$ cat src/rtl/seg_display_mux.sv
// Four-digit multiplexed seven-segment driver for an MM:SS stopwatch readout.
// Scans one digit per REFRESH_DIV cycles, holding a per-frame snapshot of time_.
module seg_display_mux #(
  parameter int REFRESH_DIV = 100000
) (
  input  logic        clk,
  input  logic        reset,
  input  logic [13:0] time_,
  input  logic        adj,
  input  logic        sel,
  input  logic        clk_2hz,
  output logic [3:0]  an,
  output logic [7:0]  seg
);

  localparam int PW = (REFRESH_DIV > 1) ? $clog2(REFRESH_DIV) : 1;
  localparam logic [PW-1:0] PCNT_MAX = PW'(REFRESH_DIV - 1);

  logic [PW-1:0] pcnt_q, pcnt_d;
  logic [1:0]    dig_q, dig_d;
  logic [13:0]   snap_q, snap_d;
  logic [3:0]    an_q, an_d;
  logic [7:0]    seg_q, seg_d;
  logic          tick;
  logic          blank;

  logic [3:0]    nib [4];
  logic [6:0]    cath [4];

  // Active-low cathode pattern {g,f,e,d,c,b,a}; out-of-range values show a dash.
  function automatic logic [6:0] decode(input logic [3:0] v, input logic is_tens);
    logic [6:0] r;
    r = 7'h3F;
    if (!(is_tens && v >= 4'd6)) begin
      case (v)
        4'd0:    r = 7'h40;
        4'd1:    r = 7'h79;
        4'd2:    r = 7'h24;
        4'd3:    r = 7'h30;
        4'd4:    r = 7'h19;
        4'd5:    r = 7'h12;
        4'd6:    r = 7'h02;
        4'd7:    r = 7'h78;
        4'd8:    r = 7'h00;
        4'd9:    r = 7'h10;
        default: r = 7'h3F;
      endcase
    end
    return r;
  endfunction

  // Digit sources come from snap_d so digit 0 shows the value captured on its own tick.
  assign nib[0] = snap_d[3:0];
  assign nib[1] = {1'b0, snap_d[6:4]};
  assign nib[2] = snap_d[10:7];
  assign nib[3] = {1'b0, snap_d[13:11]};

  generate
    for (genvar gi = 0; gi < 4; gi++) begin : g_dec
      assign cath[gi] = decode(nib[gi], (gi % 2) == 1);
    end
  endgenerate

  always_comb begin
    tick   = (pcnt_q == PCNT_MAX);
    pcnt_d = tick ? '0 : pcnt_q + PW'(1);
    dig_d  = tick ? dig_q + 2'd1 : dig_q;
    snap_d = (tick && dig_q == 2'd3) ? time_ : snap_q;
    blank  = adj && clk_2hz && (sel ? ~dig_d[1] : dig_d[1]);
    an_d   = an_q;
    seg_d  = seg_q;
    if (tick) begin
      an_d = ~(4'b0001 << dig_d);
      if (blank) begin
        seg_d = 8'hFF;
      end else begin
        seg_d = {(dig_d != 2'd2), cath[dig_d]};
      end
    end
  end

  always_ff @(posedge clk) begin
    if (!reset) begin
      pcnt_q <= '0;
      dig_q  <= 2'd3;
      snap_q <= '0;
      an_q   <= 4'hF;
      seg_q  <= 8'hFF;
    end else begin
      pcnt_q <= pcnt_d;
      dig_q  <= dig_d;
      snap_q <= snap_d;
      an_q   <= an_d;
      seg_q  <= seg_d;
    end
  end

  assign an  = an_q;
  assign seg = seg_q;

endmodule

$ cat config.mk
export PLATFORM = sky130hd
export DESIGN_NAME = seg_display_mux
export DESIGN_NICKNAME = d
export VERILOG_FILES = /design/src/rtl/seg_display_mux.sv
export SDC_FILE = /design/constraint.sdc
export NUM_CORES = 1
export LEC_CHECK = 0
export BUFFER_PORTS_ARGS = -buffer_cell sky130_fd_sc_hd__buf_4
export CAP_MARGIN = 25
export CORE_MARGIN = 4
export CORE_UTILIZATION = 41
export CTS_CLUSTER_DIAMETER = 30
export CTS_CLUSTER_SIZE = 25
export DETAILED_ROUTE_END_ITERATION = 16
export PLACE_DENSITY = 0.57
export SLEW_MARGIN = 40
export SYNTH_ARGS = -nofsm -noshare
export SYNTH_HDL_FRONTEND = slang
export SYNTH_SLANG_ARGS = --single-unit
export TNS_END_PERCENT = 5
$ cat constraint.sdc
create_clock -name clk -period 3.3 [get_ports clk]
set_input_delay 0.33 -clock clk [delete_from_list [all_inputs] [get_ports clk]]
set_output_delay 0.33 -clock clk [all_outputs]
set_load 0.01 [all_outputs]
* After elaboration in Yosys (flattened, before gate mapping)
Memories as Yosys holds them, arrays and structs flattened.
Index checks and enable logic that the tools add are counted.
** Storage, ports and cells
- Bits in registers :: 45
- Bits in read-only memories :: 448
- Bits of input ports :: 19
- Logic and storage cells :: 35
- Memories kept :: 4
** Memory list
- (name not given) :: depth 16, width 7, read ports 1, clocked after memory_dff 0, wr ports 0, RTL line 35 : case (v)
- (name not given) :: depth 16, width 7, read ports 1, clocked after memory_dff 0, wr ports 0, RTL line 35
- (name not given) :: depth 16, width 7, read ports 1, clocked after memory_dff 0, wr ports 0, RTL line 35
- (name not given) :: depth 16, width 7, read ports 1, clocked after memory_dff 0, wr ports 0, RTL line 35
** Operators by class
- Add/subtract/negate cells :: 2
- Order comparisons :: 3
- Eq/ne operators :: 3
- Shift operators :: 1
- Muxes and demuxes :: 9
- Bitwise operators :: 4
- Reductions and logical operators :: 4
** Operators by type and width (count)
- $mux 7 :: 4
- $add 17x1->17 const B :: 1
- $eq 17x17->1 const B :: 1
- $bmux 7 s2 :: 1
- $mux 14 :: 1
- $ge 3x3->1 const B :: 3
- $mux 8 :: 1
- $not 4->4 :: 1
- $shl 1x2->4 const A :: 1
- $logic_and 1x1->1 :: 3
- $not 2->3 :: 1
- $add 2x1->2 const B :: 1
- $eq 2x2->1 const B :: 1
- $mux 2 :: 1
- $ne 2x2->1 const B :: 1
- $not 1->1 :: 2
- $reduce_or 2->1 :: 1
- $mux 1 :: 1

* Depth between registers and ports, before layout
Gate-level depths: netlist of run 1.
- Word-level depth :: 9
- Mapped depth :: 14
- Mapped depth without buffers :: 12

* Worst setup path after synthesis of run 1
Ideal clock, no wire load.
- Path type :: reg2reg
- From :: register pcnt_q[0]
- To :: register seg_q[5], in the netlist seg[5]
- Arrival time :: 3.106 ns
- Required time :: 3.172 ns
- Setup slack :: 0.066 ns
- Stages on the path, launching flop included :: 13
- Path buffers :: 2
- Period minus slack after synthesis :: 3.234 ns
- Path through :: dfxtp_1 > ha_1 > nand4_1 > nor4_4 > nand2_2 > buf_6 > buf_6 > mux2i_1 > inv_1 > ha_1 > or4b_1 > nand4_1 > a31oi_1
** Between the ends
- Cells in the longest elaborated chain, start to end :: 9
** Ends and longest elaborated chain
- start, declared :: RTL line 19 : logic [PW-1:0] pcnt_q, pcnt_d;
- start signal, assigned :: RTL line 90 : pcnt_q <= pcnt_d;
- $eq 17x17->1 (*) :: RTL line 65 : tick = (pcnt_q == PCNT_MAX);
- $logic_and 1x1->1 (*) :: RTL line 68 : snap_d = (tick && dig_q == 2'd3) ? time_ : snap_q;
- $mux 14 (*) :: RTL line 68
- via snap_d[4] :: RTL line 21 : logic [13:0] snap_q, snap_d;
- $mem_v2 16x7 / $ge 3x3->1 (equally long branches)
- $mux 7 (*) :: RTL line 34 : if (!(is_tens && v >= 4'd6)) begin
- $bmux 7 s2 (*) :: RTL line 77 : seg_d = {(dig_d != 2'd2), cath[dig_d]};
- $mux 7 (implied by the code) (*) (2 in series) :: RTL line 77
- $mux 8 (*) :: RTL line 74 : if (blank) begin
- end signal, assigned :: RTL line 94 : seg_q <= seg_d;
- end, declared :: RTL line 23 : logic [7:0] seg_q, seg_d;
Mark *: on every way through the listed nets, which the timed path passes. The rest lies on a longest branch. The select of a mux whose other input is x is not followed.
A chain may end at the register's enable or synchronous reset.

* Worst setup path in the final report of run 1
- From :: register pcnt_q[5]
- To :: register seg_q[3], in the netlist seg[3]
** RTL lines (RTL line)
- $eq 17x17->1 :: 65
- $logic_and 1x1->1 :: 68
- $mux 14 :: 68
- via snap_d[8] :: 21
- $mem_v2 16x7
- $bmux 7 s2 :: 77
- $mux 7 (implied by the code) (2 in series) :: 77
- $mux 8 :: 74
The timed path passes the listed nets, and every way through them passes these cells. The select of a mux whose other input is x is not followed.

==> impl_metrics.py, run 1 <==
metrics = {
    "floorplan": {
        "initial_core_util": 0.428,
        "chipHeight_um": 92.7,
        "fp.dieW_um": 92.7,
        "io_pins": 31,
        "core-area_um2": 6870,
        "fp.dieArea_um2": 8590,
        "row_count": 30,
    },
    "synth": {
        "synthCells": 323,
        "synth_top_cell_by_area": "dfxtp_1",
        "yosys_warnings": 0,
        "syn_area_per_cell_um2": 9.10,
        "synth_cell_types": 72,
        "synth_top_area_share": 0.307,
        "ys_seq_elements": 45,
        "ys_seq_area_frac": 0.307,
        "netlist_area_um2": 2940,
        "async_flop_share": 0,
        "synth.area.top_cells": "dfxtp_1 31%, ha_1 8.5%, nor2_1 4.1%",
        "synthFlopType": "dfxtp_1",
        "synth_edf_count": 0,
        "syn_nets": 362,
    },
    "detailed_routing": {
        "wirelength_um": 7830,
        "wl_per_cell_um": 17.0,
        "drc": 0,
        "wl_met2_um": 3580,
        "dr.pass1.iters": 4,
        "topRoutingLayerUsed": "met4",
        "drt.antenna.violating_nets": 0,
        "dr_total_vias": 2557,
        "drt_iter0_markers": 114,
        "met3_length_um": 518,
        "vias_per_cell": 5.55,
        "wl_met1_um": 3570,
    },
    "setup_path": {
        "slowest_delay_ns": 0.60,
        "critPathLaunchType": "flip-flop",
        "cp_slowest_cell": "or4_1",
        "worst_ep_arrival_time_ns": 3.31,
        "cp_max_fo": 9,
        "worstSetupPathType": "reg2reg",
        "worstPathRequired_ns": 3.49,
        "path_cells": "or4_4 -> or4_1 -> nor2_8 -> nand2_1 -> nand2_1 -> inv_1 -> ha_1 -> o211a_1 -> o221ai_1 -> a41o_1 -> a41oi_2",
        "worst_setup_path_end_kind": "flip-flop",
        "crit_top_cell": "nand2_1",
    },
    "placement": {
        "port_buffers": 30,
        "dpl_worst_slack_ns": 0.167,
        "routabilityCongestion": 0.845,
        "hpwl_um": 5800,
    },
    "power_and_ir_drop": {
        "intPower_uw": 722,
        "sw_frac_of_total": 0.252,
        "vdd_ir_drop_max_mv": 0.138,
        "p_sw_uw": 243,
        "p_clk_frac": 0.384,
        "p_seq_frac": 0.568,
        "p_comb_frac": 0.048,
        "cellPowerDensity_nw_per_um2": 284,
        "p_leak_nw": 1.34,
    },
    "sta": {
        "slew_headroom": 0.427,
        "worstMarginPinSlew_ns": 0.854,
        "rsz0062_at_grt": "no",
        "setup_violations": 0,
        "skew_ns": 0.00562,
        "period_needed_ns": 3.12,
        "fmax_mhz": 321,
        "slew_viol_final": 0,
        "fin_ws_ns": 0.181,
        "period_share": 0.945,
        "hold_viol": 0,
        "fin_tns_setup_ns": 0,
    },
    "finish": {
        "layout-drive-gt1-share": 0.222,
        "utilization": 0.495,
        "antenna_cells": 0,
        "layout.nets": 403,
        "area_delta_synth_final_pct": 15.8,
        "final_cell_mix": "46 x buf_4, 45 x dfxtp_1, 32 x nor2_1",
        "mostFrequentLayoutCell": "buf_4",
    },
    "cts": {
        "cts_resized": 0,
        "clockBufferDepth": 2,
        "cts_setup_buffers": 0,
        "cts_root_buf": "clkbuf_8",
        "numCtsBuffers": 5,
        "cts_tree": "built",
        "clk_latency_ns": 0.31,
        "clock-sinks": 45,
        "clkSlewWorstSetupHoldPaths_ns": 0.10,
        "cts_hold_buf": 0,
        "htree_levels": 2,
    },
    "grt": {
        "grt-ovfl-total": 0,
        "grtUsageTotal": 0.188,
        "grt_max_degree": 25,
        "antenna_found_initial": 0,
        "first_global_vias": 2463,
        "grt_pass1_wl_um": 12800,
    },
    "worst_hold_path": {
        "min_path_type": "in2reg",
    },
    "status": {
        "status": "finished, final reports clean",
    },
    "job": {
        "max_cap_viol_count": 0,
    },
}
area by class of cell:
type	instances	area, µm²
Inverter	19	71.3
Multi-Input combinational cell	247	1870
Clock inverter	3	25.0
Sequential cell	45	901
Clock buffer	5	68.8
Timing Repair Buffer	46	345
Tap cell	96	120
Fill cell	694	3470
kinds of logic (layout without fill, tap and decap cells):
kind of cell / count (synthesis) / in the layout / share of synthesized area
AO/OA/AOI/OAI: 81 / 81 / 0.212
XOR/XNOR: 17 / 17 / 0.0532
adder cells (fa/ha/maj): 20 / 20 / 0.0851
multiplexers: 11 / 11 / 0.0609
AND/OR/NAND/NOR: 118 / 118 / 0.225
buffers and inverters: 31 / 73 / 0.0570
flip-flops: 45 / 45 / 0.307
registers in the layout, indices dropped and copies added, names as in the netlist:
name / flops
seg: 8
dig_q: 2
pcnt_q: 17
an: 4
snap_q: 14
layer usage:
layer  global-route usage  vias to the layer above
met5                    0                        -
met4               0.0623                        0
met3               0.0406                       16
met2                0.308                       77
met1                0.245                     1201
li1                     -                     1263
metrics by stage:
stage / cells / power [mW] / area (µm²) / hold WS [ns]
after floorplan: 323 / 0.579 / 2940 / 0.426
after global placement: 448 / 0.608 / 3270 / 0.446
after detailed placement: 448 / 0.608 / 3270 / 0.478
after CTS: 456 / 0.977 / 3360 / 0.321
after global routing: 461 / 1.01 / 3400 / 0.331
final: 461 / 0.965 / 3400 / 0.324
power groups by stage:
stage          clock [mW]  sequential (mW)  combinational, mW
6_report            0.370            0.549             0.0464
3_5_place_dp            0            0.561             0.0470
5_1_grt             0.405            0.550             0.0506
4_1_cts             0.381            0.549             0.0470
2_1_floorplan           0            0.561             0.0184
3_3_place_gp            0            0.561             0.0469
critical path, delay by kind of cell, from the launching register on:
family	cells	cell delay, ns
AO/OA/AOI/OAI	4	0.64
adder cells (fa/ha/maj)	1	0.21
buffers and inverters	1	0.11
flip-flops	1	0.36
AND/OR/NAND/NOR	5	1.68
Yosys cell counts, types with 5 or more instances:
library cell / instances
mux2i_4: 5
inv_1: 19
nor3_1: 5
o221ai_1: 6
o21ai_0: 15
nand3_1: 15
nand2_1: 21
nor2_1: 32
a21oi_1: 12
xor2_1: 8
ha_1: 20
nand3b_1: 6
a31oi_1: 5
clkbuf_1: 6
dfxtp_1: 45
xnor2_1: 8
nor2b_1: 12
final timing paths:
check                            start                    to  slack, ns  cells past startpoint
setup / recovery  pcnt_q[5]$_SDFF_PP0_   seg[3]$_SDFFE_PN1N_       0.18                     11
hold / removal                   reset   dig_q[1]$_SDFF_PN1_       0.32                      2
setup reg to reg  pcnt_q[5]$_SDFF_PP0_   seg[3]$_SDFFE_PN1N_       0.18                     11
hold reg to reg   pcnt_q[0]$_SDFF_PP0_  pcnt_q[0]$_SDFF_PP0_       0.50                      1
(Power assumes the default switching activity.)
==> inputs of run 2 (changes only) <==
- CTS_BUF_LIST: default -> sky130_fd_sc_hd__clkbuf_8 sky130_fd_sc_hd__clkbuf_16
- HOLD_SLACK_MARGIN: default -> 0.1
- MAX_ROUTING_LAYER: default -> met4
==> run 2 against run 1 <==
Non-clock buffer count fell by 5. Wire length fell by 3.4%. First-iteration DRC count rose by 38%. Via count fell by 1.4%. Largest power group unchanged. Maximum frequency rose by 2.1%. Core utilization fell by 0.44 points. Critical path depth rose by 2.
==> impl_metrics.py, run 2 (synthesized netlist as in run 1, its figures left out) <==
metrics = {
    "sta": {
        "setup_violations": 0,
        "skew_ns": 0.00695,
        "period_share": 0.926,
        "fin_tns_setup_ns": 0,
        "rsz0062_at_grt": "no",
        "fin_ws_ns": 0.245,
        "hold_viol": 0,
        "slew_viol_final": 0,
        "fmax_mhz": 327,
        "slew_headroom": 0.457,
        "worstMarginPinSlew_ns": 0.809,
        "period_needed_ns": 3.06,
    },
    "power_and_ir_drop": {
        "cellPowerDensity_nw_per_um2": 284,
        "p_leak_nw": 1.31,
        "vdd_ir_drop_max_mv": 0.139,
    },
    "floorplan": {
        "core-area_um2": 6870,
        "row_count": 30,
        "io_pins": 31,
        "fp.dieArea_um2": 8590,
        "initial_core_util": 0.428,
        "chipHeight_um": 92.7,
        "fp.dieW_um": 92.7,
    },
    "detailed_routing": {
        "wirelength_um": 7570,
        "dr.pass1.iters": 4,
        "drc": 0,
        "drt_iter0_markers": 157,
        "wl_per_cell_um": 16.6,
        "drt.antenna.violating_nets": 0,
        "vias_per_cell": 5.53,
        "dr_total_vias": 2522,
    },
    "job": {
        "max_cap_viol_count": 0,
    },
    "setup_path": {
        "path_cells": "ha_1 -> nand4_1 -> nor4_4 -> nand2_2 -> buf_6 -> nand2_1 -> nand2_1 -> inv_1 -> ha_1 -> o211a_1 -> o221ai_1 -> a41o_1 -> a41oi_2",
        "worstSetupPathType": "reg2reg",
        "worstPathRequired_ns": 3.53,
        "worst_ep_arrival_time_ns": 3.29,
        "slowest_delay_ns": 0.38,
        "cp_max_fo": 16,
        "worst_setup_path_end_kind": "flip-flop",
        "cp_slowest_cell": "dfxtp_1",
        "critPathLaunchType": "flip-flop",
    },
    "cts": {
        "numCtsBuffers": 5,
        "cts_hold_buf": 0,
        "clock-sinks": 45,
        "clockBufferDepth": 2,
        "htree_levels": 2,
        "cts_root_buf": "clkbuf_8",
        "clkSlewWorstSetupHoldPaths_ns": 0.10,
        "clk_latency_ns": 0.30,
        "cts_tree": "built",
    },
    "placement": {
        "dpl_worst_slack_ns": 0.240,
        "hpwl_um": 5600,
        "routabilityCongestion": 0.872,
        "port_buffers": 30,
    },
    "finish": {
        "layout.nets": 398,
        "largest_register_ffs": 17,
        "top_register": "pcnt_q",
        "mostFrequentLayoutCell": "dfxtp_1",
        "antenna_cells": 0,
        "layout-drive-gt1-share": 0.214,
        "final_cell_mix": "45 x dfxtp_1, 40 x buf_4, 32 x nor2_1",
        "area_delta_synth_final_pct": 14.7,
        "utilization": 0.491,
    },
    "worst_hold_path": {
        "min_path_type": "in2reg",
    },
    "grt": {
        "antenna_found_initial": 0,
        "grt_pass1_wl_um": 12500,
        "grt-ovfl-total": 0,
        "grtUsageTotal": 0.190,
        "grt_max_degree": 25,
        "first_global_vias": 2397,
    },
    "status": {
        "status": "finished, final reports clean",
    },
}
==> run 2: path summary, 6_finish.rpt <==
kind | from | end | slack [ns] | cells after the start
max | pcnt_q[0]$_SDFF_PP0_ | seg[3]$_SDFFE_PN1N_ | 0.24 | 13
min | reset | dig_q[1]$_SDFF_PN1_ | 0.33 | 2
max reg2reg | pcnt_q[0]$_SDFF_PP0_ | seg[3]$_SDFFE_PN1N_ | 0.24 | 13
min reg2reg | pcnt_q[0]$_SDFF_PP0_ | pcnt_q[0]$_SDFF_PP0_ | 0.47 | 1
==> run 2: cell type report <==
type                    count  area [µm²]
clock buffers               5        68.8
well taps                  96         120
fillers                   687        3500
repair buffers             41         312
inverters                  19        71.3
multi-input cells         247        1870
flip-flops and latches     45         901
clock inverters             3        25.0
==> run 2: per-layer routing <==
metal	vias up	share of wire	global-route usage
li1	1250	-	-
met1	1195	0.47	0.251
met2	64	0.46	0.293
met3	13	0.057	0.0406
met4	0	0.021	0.0611
met5	-	0	-
==> run 2: timing repair <==
item,CTS,global route
gates resized for setup,0,2
setup buffers,0,0
setup endpoints to repair,0,2
==> run 2: worst max-delay path, delay by kind of cell, from the launching register on <==
kind | cells | cell delay [ns]
simple gates | 5 | 1.04
flops | 1 | 0.38
compound gates | 4 | 0.75
buf+inv | 2 | 0.42
fa+ha+maj | 2 | 0.38
==> run 2: power breakdown <==
| part | internal (mW) | switching, mW | leakage, nW |
|---|---|---|---|
| Clock | 0.153 | 0.210 | 0.0447 |
| Sequential | 0.546 | 0.00294 | 0.364 |
| Combinational | 0.0229 | 0.0237 | 0.906 |
==> run 2: stage by stage <==
| step | cell area, µm² | hold slack [ns] | power (mW) | instances |
|---|---|---|---|---|
| finish | 3370 | 0.327 | 0.958 | 456 |
| global route | 3370 | 0.316 | 1.00 | 456 |
| CTS | 3360 | 0.312 | 0.975 | 456 |
| detailed placement | 3270 | 0.458 | 0.608 | 448 |
| global placement | 3270 | 0.449 | 0.608 | 448 |
| floorplan | 2940 | 0.426 | 0.579 | 323 |
